==> src/rtl/rl_router_port_sync_if.sv <==
// Handshake bundle for rl_router_port_sync: routed core input, network and local
// outputs, arbiter-to-core injection path and the drop counter.
interface rl_router_port_sync_if #(
  parameter int WIDTH   = 11,
  parameter int NUM_OUT = 3
);
  logic                       in_valid;
  logic                       in_ready;
  logic [WIDTH-1:0]           in_data;
  logic [NUM_OUT-1:0]         out_valid;
  logic [NUM_OUT-1:0]         out_ready;
  logic [NUM_OUT*WIDTH-1:0]   out_data;
  logic                       local_valid;
  logic                       local_ready;
  logic [WIDTH-1:0]           local_data;
  logic                       inj_valid;
  logic                       inj_ready;
  logic [WIDTH-1:0]           inj_data;
  logic                       core_valid;
  logic                       core_ready;
  logic [WIDTH-1:0]           core_data;
  logic [7:0]                 drop_count;

  modport slave (
    input  in_valid, in_data, out_ready, local_ready, inj_valid, inj_data, core_ready,
    output in_ready, out_valid, out_data, local_valid, local_data, inj_ready,
           core_valid, core_data, drop_count
  );

  modport master (
    output in_valid, in_data, out_ready, local_ready, inj_valid, inj_data, core_ready,
    input  in_ready, out_valid, out_data, local_valid, local_data, inj_ready,
           core_valid, core_data, drop_count
  );
endinterface

==> src/rtl/rl_router_port_sync.sv <==
// Clocked RL router stage: routes core flits by relative destination into per-channel
// FIFOs (network channels + local eject), drops unmapped routes, buffers injection.
module rl_router_port_sync #(
  parameter int WIDTH     = 11,
  parameter int ADDR_BITS = 3,
  parameter int NUM_OUT   = 3,
  parameter int DEPTH     = 4,
  parameter int ROUTER_ID = 0,
  parameter int CH_BITS   = $clog2(NUM_OUT + 1),
  parameter logic [(2**ADDR_BITS)*CH_BITS-1:0] ROUTE_MAP = 16'h9463
) (
  input  logic                  clk,
  input  logic                  rst_n,
  rl_router_port_sync_if.slave  bus
);

  // Channel index space: 0..NUM_OUT-1 network, NUM_OUT local eject, NUM_OUT+1 injection.
  localparam int NCH      = NUM_OUT + 2;
  localparam int LOC      = NUM_OUT;
  localparam int INJ      = NUM_OUT + 1;
  localparam int PTR_BITS = $clog2(DEPTH);
  localparam int CNT_BITS = $clog2(DEPTH + 1);
  localparam logic [ADDR_BITS-1:0] RID       = ADDR_BITS'(ROUTER_ID);
  localparam logic [CH_BITS-1:0]   LOCAL_SEL = CH_BITS'(NUM_OUT);

  logic [NCH-1:0]           push;
  logic [NCH-1:0]           pop;
  logic [NCH-1:0]           full;
  logic [NCH-1:0]           empty;
  logic [WIDTH-1:0]         wdata [NCH];
  logic [WIDTH-1:0]         rdata [NCH];

  logic [ADDR_BITS-1:0]     diff;
  logic [CH_BITS-1:0]       sel;
  logic                     drop;
  logic                     tgt_full;
  logic                     in_ready;
  logic                     inj_ready;
  logic                     accept;
  logic [NUM_OUT-1:0]       net_valid;
  logic [NUM_OUT*WIDTH-1:0] net_data;
  logic [7:0]               drop_cnt_q;
  logic [7:0]               drop_cnt_d;

  assign diff = bus.in_data[ADDR_BITS:1] - RID;
  assign sel  = ROUTE_MAP[diff*CH_BITS +: CH_BITS];
  assign drop = (sel > LOCAL_SEL);

  always_comb begin
    tgt_full = 1'b0;
    for (int i = 0; i <= NUM_OUT; i++) begin
      if (sel == CH_BITS'(i)) tgt_full = full[i];
    end
  end

  // Readiness looks only at the pre-edge occupancy, never at this cycle's pop.
  assign in_ready  = rst_n & (drop | ~tgt_full);
  assign inj_ready = rst_n & ~full[INJ];
  assign accept    = bus.in_valid & in_ready;

  genvar gi;
  generate
    for (gi = 0; gi <= NUM_OUT; gi++) begin : g_route
      assign push[gi]  = accept & ~drop & (sel == CH_BITS'(gi));
      assign wdata[gi] = bus.in_data;
    end

    for (gi = 0; gi < NUM_OUT; gi++) begin : g_net
      assign pop[gi]                     = ~empty[gi] & bus.out_ready[gi];
      assign net_valid[gi]               = ~empty[gi];
      assign net_data[gi*WIDTH +: WIDTH] = rdata[gi];
    end

    for (gi = 0; gi < NCH; gi++) begin : g_fifo
      logic [WIDTH-1:0]    mem [DEPTH];
      logic [PTR_BITS-1:0] wr_q;
      logic [PTR_BITS-1:0] rd_q;
      logic [CNT_BITS-1:0] cnt_q;
      logic [CNT_BITS-1:0] cnt_d;
      logic [WIDTH-1:0]    last_q;

      always_comb begin
        cnt_d = cnt_q;
        if (push[gi] && !pop[gi]) cnt_d = cnt_q + 1'b1;
        else if (!push[gi] && pop[gi]) cnt_d = cnt_q - 1'b1;
      end

      always_ff @(posedge clk) begin
        if (push[gi]) mem[wr_q] <= wdata[gi];
      end

      // last_q keeps the most recently popped flit so an idle port never shows stale RAM.
      always_ff @(posedge clk or negedge rst_n) begin
        if (!rst_n) begin
          wr_q   <= '0;
          rd_q   <= '0;
          cnt_q  <= '0;
          last_q <= '0;
        end else begin
          cnt_q <= cnt_d;
          if (push[gi]) wr_q <= wr_q + 1'b1;
          if (pop[gi]) begin
            rd_q   <= rd_q + 1'b1;
            last_q <= mem[rd_q];
          end
        end
      end

      assign full[gi]  = (cnt_q == CNT_BITS'(DEPTH));
      assign empty[gi] = (cnt_q == '0);
      assign rdata[gi] = empty[gi] ? last_q : mem[rd_q];
    end
  endgenerate

  assign push[INJ]  = bus.inj_valid & inj_ready;
  assign wdata[INJ] = bus.inj_data;
  assign pop[LOC]   = ~empty[LOC] & bus.local_ready;
  assign pop[INJ]   = ~empty[INJ] & bus.core_ready;

  always_comb begin
    drop_cnt_d = drop_cnt_q;
    if (accept && drop && (drop_cnt_q != 8'hFF)) drop_cnt_d = drop_cnt_q + 8'd1;
  end

  always_ff @(posedge clk or negedge rst_n) begin
    if (!rst_n) drop_cnt_q <= '0;
    else        drop_cnt_q <= drop_cnt_d;
  end

  assign bus.in_ready    = in_ready;
  assign bus.out_valid   = net_valid;
  assign bus.out_data    = net_data;
  assign bus.local_valid = ~empty[LOC];
  assign bus.local_data  = rdata[LOC];
  assign bus.inj_ready   = inj_ready;
  assign bus.core_valid  = ~empty[INJ];
  assign bus.core_data   = rdata[INJ];
  assign bus.drop_count  = drop_cnt_q;

endmodule

==> src/flat_wrapper.sv <==
// flat-port wrapper written by rule: the top's interface ports become plain ports
module rl_router_port_sync_flat 
#(
  parameter int WIDTH     = 11,
  parameter int ADDR_BITS = 3,
  parameter int NUM_OUT   = 3,
  parameter int DEPTH     = 4,
  parameter int ROUTER_ID = 0,
  parameter int CH_BITS   = $clog2(NUM_OUT + 1),
  parameter logic [(2**ADDR_BITS)*CH_BITS-1:0] ROUTE_MAP = 16'h9463
)
  (clk, rst_n, bus_in_valid, bus_in_data, bus_out_ready, bus_local_ready, bus_inj_valid, bus_inj_data, bus_core_ready, bus_in_ready, bus_out_valid, bus_out_data, bus_local_valid, bus_local_data, bus_inj_ready, bus_core_valid, bus_core_data, bus_drop_count);
  rl_router_port_sync_if #(.WIDTH(WIDTH), .NUM_OUT(NUM_OUT)) bus_i ();
  input  logic clk;
  input  logic rst_n;
  input wire logic [$bits(bus_i.in_valid)-1:0] bus_in_valid;
  input wire logic [$bits(bus_i.in_data)-1:0] bus_in_data;
  input wire logic [$bits(bus_i.out_ready)-1:0] bus_out_ready;
  input wire logic [$bits(bus_i.local_ready)-1:0] bus_local_ready;
  input wire logic [$bits(bus_i.inj_valid)-1:0] bus_inj_valid;
  input wire logic [$bits(bus_i.inj_data)-1:0] bus_inj_data;
  input wire logic [$bits(bus_i.core_ready)-1:0] bus_core_ready;
  output wire logic [$bits(bus_i.in_ready)-1:0] bus_in_ready;
  output wire logic [$bits(bus_i.out_valid)-1:0] bus_out_valid;
  output wire logic [$bits(bus_i.out_data)-1:0] bus_out_data;
  output wire logic [$bits(bus_i.local_valid)-1:0] bus_local_valid;
  output wire logic [$bits(bus_i.local_data)-1:0] bus_local_data;
  output wire logic [$bits(bus_i.inj_ready)-1:0] bus_inj_ready;
  output wire logic [$bits(bus_i.core_valid)-1:0] bus_core_valid;
  output wire logic [$bits(bus_i.core_data)-1:0] bus_core_data;
  output wire logic [$bits(bus_i.drop_count)-1:0] bus_drop_count;
  assign bus_i.in_valid = bus_in_valid;
  assign bus_i.in_data = bus_in_data;
  assign bus_i.out_ready = bus_out_ready;
  assign bus_i.local_ready = bus_local_ready;
  assign bus_i.inj_valid = bus_inj_valid;
  assign bus_i.inj_data = bus_inj_data;
  assign bus_i.core_ready = bus_core_ready;
  assign bus_in_ready = bus_i.in_ready;
  assign bus_out_valid = bus_i.out_valid;
  assign bus_out_data = bus_i.out_data;
  assign bus_local_valid = bus_i.local_valid;
  assign bus_local_data = bus_i.local_data;
  assign bus_inj_ready = bus_i.inj_ready;
  assign bus_core_valid = bus_i.core_valid;
  assign bus_core_data = bus_i.core_data;
  assign bus_drop_count = bus_i.drop_count;
  rl_router_port_sync #(.WIDTH(WIDTH), .ADDR_BITS(ADDR_BITS), .NUM_OUT(NUM_OUT), .DEPTH(DEPTH), .ROUTER_ID(ROUTER_ID), .CH_BITS(CH_BITS), .ROUTE_MAP(ROUTE_MAP)) u_core (.clk(clk), .rst_n(rst_n), .bus(bus_i));
endmodule
==> config.mk <==
export PLATFORM = sky130hd
export DESIGN_NAME = rl_router_port_sync_flat
export DESIGN_NICKNAME = d
export VERILOG_FILES = /design/src/rtl/rl_router_port_sync_if.sv /design/src/rtl/rl_router_port_sync.sv /design/src/flat_wrapper.sv
export SDC_FILE = /design/constraint.sdc
export NUM_CORES = 1
export LEC_CHECK = 0
export CAP_MARGIN = 20
export CORE_AREA = 4 4 153 155
export CTS_CLUSTER_SIZE = 24
export DETAILED_ROUTE_END_ITERATION = 6
export DIE_AREA = 0 0 157 159
export PLACE_DENSITY = 0.77
export REMOVE_ABC_BUFFERS = 1
export SLEW_MARGIN = 30
export SYNTH_ARGS = -nofsm -noshare
export SYNTH_HDL_FRONTEND = slang
export SYNTH_SLANG_ARGS = --single-unit
==> constraint.sdc <==
create_clock -name clk -period 5.7 [get_ports clk]
set_input_delay 1.14 -clock clk [delete_from_list [all_inputs] [get_ports clk]]
set_output_delay 1.14 -clock clk [all_outputs]
set_load 0.1 [all_outputs]
After elaboration in Yosys (flattened, before gate mapping)
Memories as Yosys holds them, arrays and structs flattened.
Cells that the tools add are included.
W data, S select, Z words.
- bits of input ports: 31
- memory bits (writable): 220
- memories: 5
- output and inout port bits: 70
- register bits after elaboration: 98
- add/subtract/negate cells: 21
- reductions and logical operators: 33
- equal/unequal tests: 9
- shift operators: 1
- bitwise gates (word level): 23
- multiplexer cells: 29
- order comparisons: 1
- memories (name ; words ; bits a word ; read ports ; clocked after Yosys merged registers in ; wr ports ; RTL line ; RTL):
    u_core.g_fifo[0].mem ; 4 ; 11 ; 1 ; 0 ; 1 ; rl_router_port_sync.sv:75 ; logic [WIDTH-1:0] mem [DEPTH];
    u_core.g_fifo[1].mem ; 4 ; 11 ; 1 ; 0 ; 1 ; rl_router_port_sync.sv:75 ;
    u_core.g_fifo[2].mem ; 4 ; 11 ; 1 ; 0 ; 1 ; rl_router_port_sync.sv:75 ;
    u_core.g_fifo[3].mem ; 4 ; 11 ; 1 ; 0 ; 1 ; rl_router_port_sync.sv:75 ;
    u_core.g_fifo[4].mem ; 4 ; 11 ; 1 ; 0 ; 1 ; rl_router_port_sync.sv:75 ;
- operator list (cell ; count):
    $mux W11 ; 5
    $mux W3 ; 10
    $add A2 B1 Y2 const B ; 10
    $shiftx A16 B5 Y2 const A ; 1
    $add A3 B1 Y3 const B ; 5
    $eq A3 B3 Y1 const B ; 5
    $logic_not A3 Y1 ; 5
    $sub A3 B1 Y3 const B ; 5
    $and A1 B1 Y1 ; 14
    $mux W1 ; 14
    $logic_and A1 B1 Y1 ; 12
    $logic_not A1 Y1 ; 10
    $reduce_bool A2 Y1 ; 5
    $add A8 B1 Y8 const B ; 1
    $ne A8 B8 Y1 const B ; 1
    $not A1 Y1 ; 8
    $eq A2 B2 Y1 const B ; 2
    $eq A2 B1 Y1 const B ; 1
    $gt A2 B2 Y1 const B ; 1
    $logic_not A2 Y1 ; 1
    $or A1 B1 Y1 ; 1

Logic depth before layout (Yosys ltp)
- depth after elaboration: 16
- mapped depth: 12

Worst setup path before layout
No wires, ideal clock.
- path type: in2out
- start: input bus_in_data[1]
- end: output bus_in_ready
- slack: 0.497 ns
- arrival: 4.063 ns
- cell stages on the path: 6
- cells stage by stage: inv_1 > ha_1 > o21a_1 > a221oi_1 > a21oi_1 > nor3_1
- cells in the longest elaborated chain, start to end: 9
- elaborated cells between the ends (all ways): 13
- ends and longest elaborated chain (item ; RTL line ; RTL):
    start, declared ; flat_wrapper.sv:17 ; input wire logic [$bits(bus_i.in_data)-1:0] bus_in_data;
    $shiftx A16 B5 Y2 (*) ; rl_router_port_sync.sv:46 ; assign sel = ROUTE_MAP[diff*CH_BITS +: CH_BITS];
    $logic_not A2 Y1 ; rl_router_port_sync.sv:52 ; if (sel == CH_BITS'(i)) tgt_full = full[i];
    $mux W1 (4 in series) ; rl_router_port_sync.sv:52 ;
    $not A1 Y1 ; rl_router_port_sync.sv:57 ; assign in_ready = rst_n & (drop | ~tgt_full);
    $or A1 B1 Y1 (*) ; rl_router_port_sync.sv:57 ;
    $and A1 B1 Y1 (*) ; rl_router_port_sync.sv:57 ;
    end, declared ; flat_wrapper.sv:23 ; output wire logic [$bits(bus_i.in_ready)-1:0] bus_in_ready;
Mark *: on every way between the ends. The rest lies on a longest branch, timed or not.

Final worst setup path
Ends and elaborated chain as after synthesis.

==> impl_results.md <==
- Cell count after synthesis: 673
- Hold Crit Class: reg -> reg
- CTS sink count: 310
- RSZ-0062 raised after global routing: false
- Count of final setup violators: 0
- Number of instances in the placed design: 1021
- Antenna violations before repair: 0
- Final-report hold violation count: 0
- Setup Fix Bufs, Post-CTS: 0
- Most used flip-flop cell after synthesis: edfxtp_1
- Setup slack, reg-to-reg: 2920 ps
- Placer congestion estimate: 0.7452
- Slew HR: 32.46%
- Die Y-Extent: 159 um
- Antenna diode count: 0
- Minimum period implied by the final worst setup slack: 4621 ps
- 1st-pass router iterations: 5
- Area of the die: 0.02496 mm2
- Layout Skew: 8.036 ps
- Number of register bits inferred by synthesis: 310
- Worst Tran Pin Value: 1010 ps
- Warning count from the yosys run: 0
- Startpoint Class: input pin
- Latest clock arrival within the worst-skew pair: 530 ps
- First-pass GRT wire length: 37560 um
- Post-synthesis cell type with the largest combined area: edfxtp_1
- Starting density of the core: 59.50%
- Ratio of final minimum period to clock period: 81.08%
- Number of fillers in the final layout: 1369
- Core occupancy in the finished layout: 68.55%
- Kind of cell adding the most delay to the critical path: buffers and inverters
- Dominant cell type by count on the critical path: buf_4
- Netlist area before placement: 0.01298 mm2
- DPL Wire Length: 15160 um
- Width of the chip: 157 um
- Count of maximum capacitance violations: 0
- Commonest cells in the netlist: 220 x edfxtp_1, 115 x mux2_2, 90 x dfrtp_1
- Via density per instance: 5.754
- Count of vias placed by the detailed router: 6180
- Count of boundary I/O pins: 101
- Cell area after layout: 0.01496 mm2
- DRC violation count after routing: 0
- Total CTS buffers: 29
- Total global routing overflow: 0
- Overall fraction of global-route tracks in use: 19.28%
- Clock H-tree levels: 1
- Max Slew Vio Count: 0
- Count of standard-cell rows: 54
- Required time at the worst-slack endpoint: 4560 ps
- Outcome: completed
- Crit path max fanout: 18
- Non-filler cells in the finished layout: 1074
- Clock tree from TritonCTS: yes
- Average wire per cell in the routed design: 21.68 um
- Fmax achieved: 216.4 MHz
- Nets@finish: 836
- Final WL: 23290 um
- Pin count of the biggest net entering global routing: 55
- Library cells used by synthesis: 39
- List of cells traversed by the critical path: clkdlybuf4s50_1, buf_4, inv_1, ha_1, o21a_1, a221oi_1, a21oi_1, nor3_1, buf_4
- Share of Yosys cell area claimed by the top area cell type: 50.88%
- Post-CTS Hold Buffers: 0
- Iteration-0 DRC Markers: 366
- Longest individual stage delay on the worst path: 450 ps
- Setup TNS: 0 ps
- Instance area at placement: 0.01404 mm2
- Vias in the first global route: 6883
- Top cells by area in the synthesized netlist: edfxtp_1 51%, dfrtp_1 17%, mux2_2 10%
- Master of the slowest instance on the critical path: clkdlybuf4s50_1
- Per-instance average area after synthesis: 19.29 um2
- Most common cell in the netlist: edfxtp_1
- Worst Setup Path Type: in -> out
- Clock tree buffer depth: 3
- Share of synthesized area occupied by flip-flops and latches: 68.22%
- Synthesis-to-layout area growth: 15.21%
- Critical Path AT: 3480 ps
- Clk Tree Root Cell: clkbuf_16
- Sum of buffers and inverters on the critical path: 4
- FFs w/ async S/R, synth: 29.03%
- Placeable core region: 0.02182 mm2
- Fraction of final layout cells sized beyond drive strength 1: 29.22%
- Resize count post-CTS: 0
- Number of synthesized flops with an enable pin: 220
- Sort of element at the end of the critical path: primary output
- Clock transition at the registers of the reported paths: 60 ps
- Antenna viol nets, final: 0
- Port Buf Inserts: 92
==> placed cells by master, fill, tap and decap left out, drive strengths merged, types with 4 or more instances in the layout <==
master	n
nand3	6
buf	7
mux2	120
nor3	4
dfrtp	90
clkdlybuf4s50	89
mux4	55
xor2	10
conb	8
and2	17
edfxtp	220
inv	17
clkbuf	35
ha	28
clkinv	12
nand2	8
fa	5
and3	4
or3	5
nor2	10
xnor2	20
==> layout make-up <==
cell class	count	area, um2	area share (%)
flip-flops and latches	310	8859	59.21
multi-input cells	318	3820	25.53
repair buffers	96	940.9	6.289
clock buffers	35	758.2	5.068
well taps	280	350.3	2.342
clock inverters	18	168.9	1.129
inverters	17	63.81	0.4265
==> worst paths after layout <==
| kind | from | cells past startpoint | end |
|---|---|---|---|
| min | u_core.g_fifo[1].cnt_q[2] | 1 | u_core.g_fifo[1].cnt_q[2] |
| min in group asynchronous | rst_n | 2 | u_core.g_fifo[4].wr_q[0] |
| max | bus_in_data[1] | 9 | bus_in_ready |
| max reg2reg | u_core.g_fifo[0].cnt_q[0] | 8 | u_core.g_fifo[0].cnt_q[2] |
| min reg2reg | u_core.g_fifo[1].cnt_q[2] | 1 | u_core.g_fifo[1].cnt_q[2] |
| max in group asynchronous | rst_n | 3 | u_core.g_fifo[3].last_q[2] |
==> cells by family after synthesis <==
kind of cell | share of synthesized area (%)
flops | 68.22
mux | 20.13
simple gates | 3.122
buf+inv | 2.563
fa+ha+maj | 3.469
xor+xnor | 2.023
compound gates | 0.4433
other cells | 0.02888
==> registers in the layout (all words and copies together), names as in the netlist <==
register,flops
u_core.g_fifo.wr_q,10
u_core.g_fifo.mem,220
u_core.g_fifo.cnt_q,15
u_core.g_fifo.last_q,55
u_core.g_fifo.rd_q,10
==> routing by layer <==
metal / GRT usage (%) / vias up / wire length (um)
met3: 2.908 / 37 / 1138
li1: - / 2765 / -
met2: 32.49 / 163 / 12120
met1: 26.63 / 3215 / 9555
met5: 0 / - / 0
met4: 5.128 / 0 / 473
==> metrics by stage <==
stage | hold WS [ps] | setup WS [ps]
floorplan | 447.1 | 497.1
global placement | 463.5 | 1194
detailed placement | 473.7 | 1080
CTS | 491.0 | 1077
global route | 500.9 | 911.0
finish | 487.9 | 1079
Power is not shown: default switching activity piles up to over one toggle a cycle in this logic, so the estimate is an artifact.
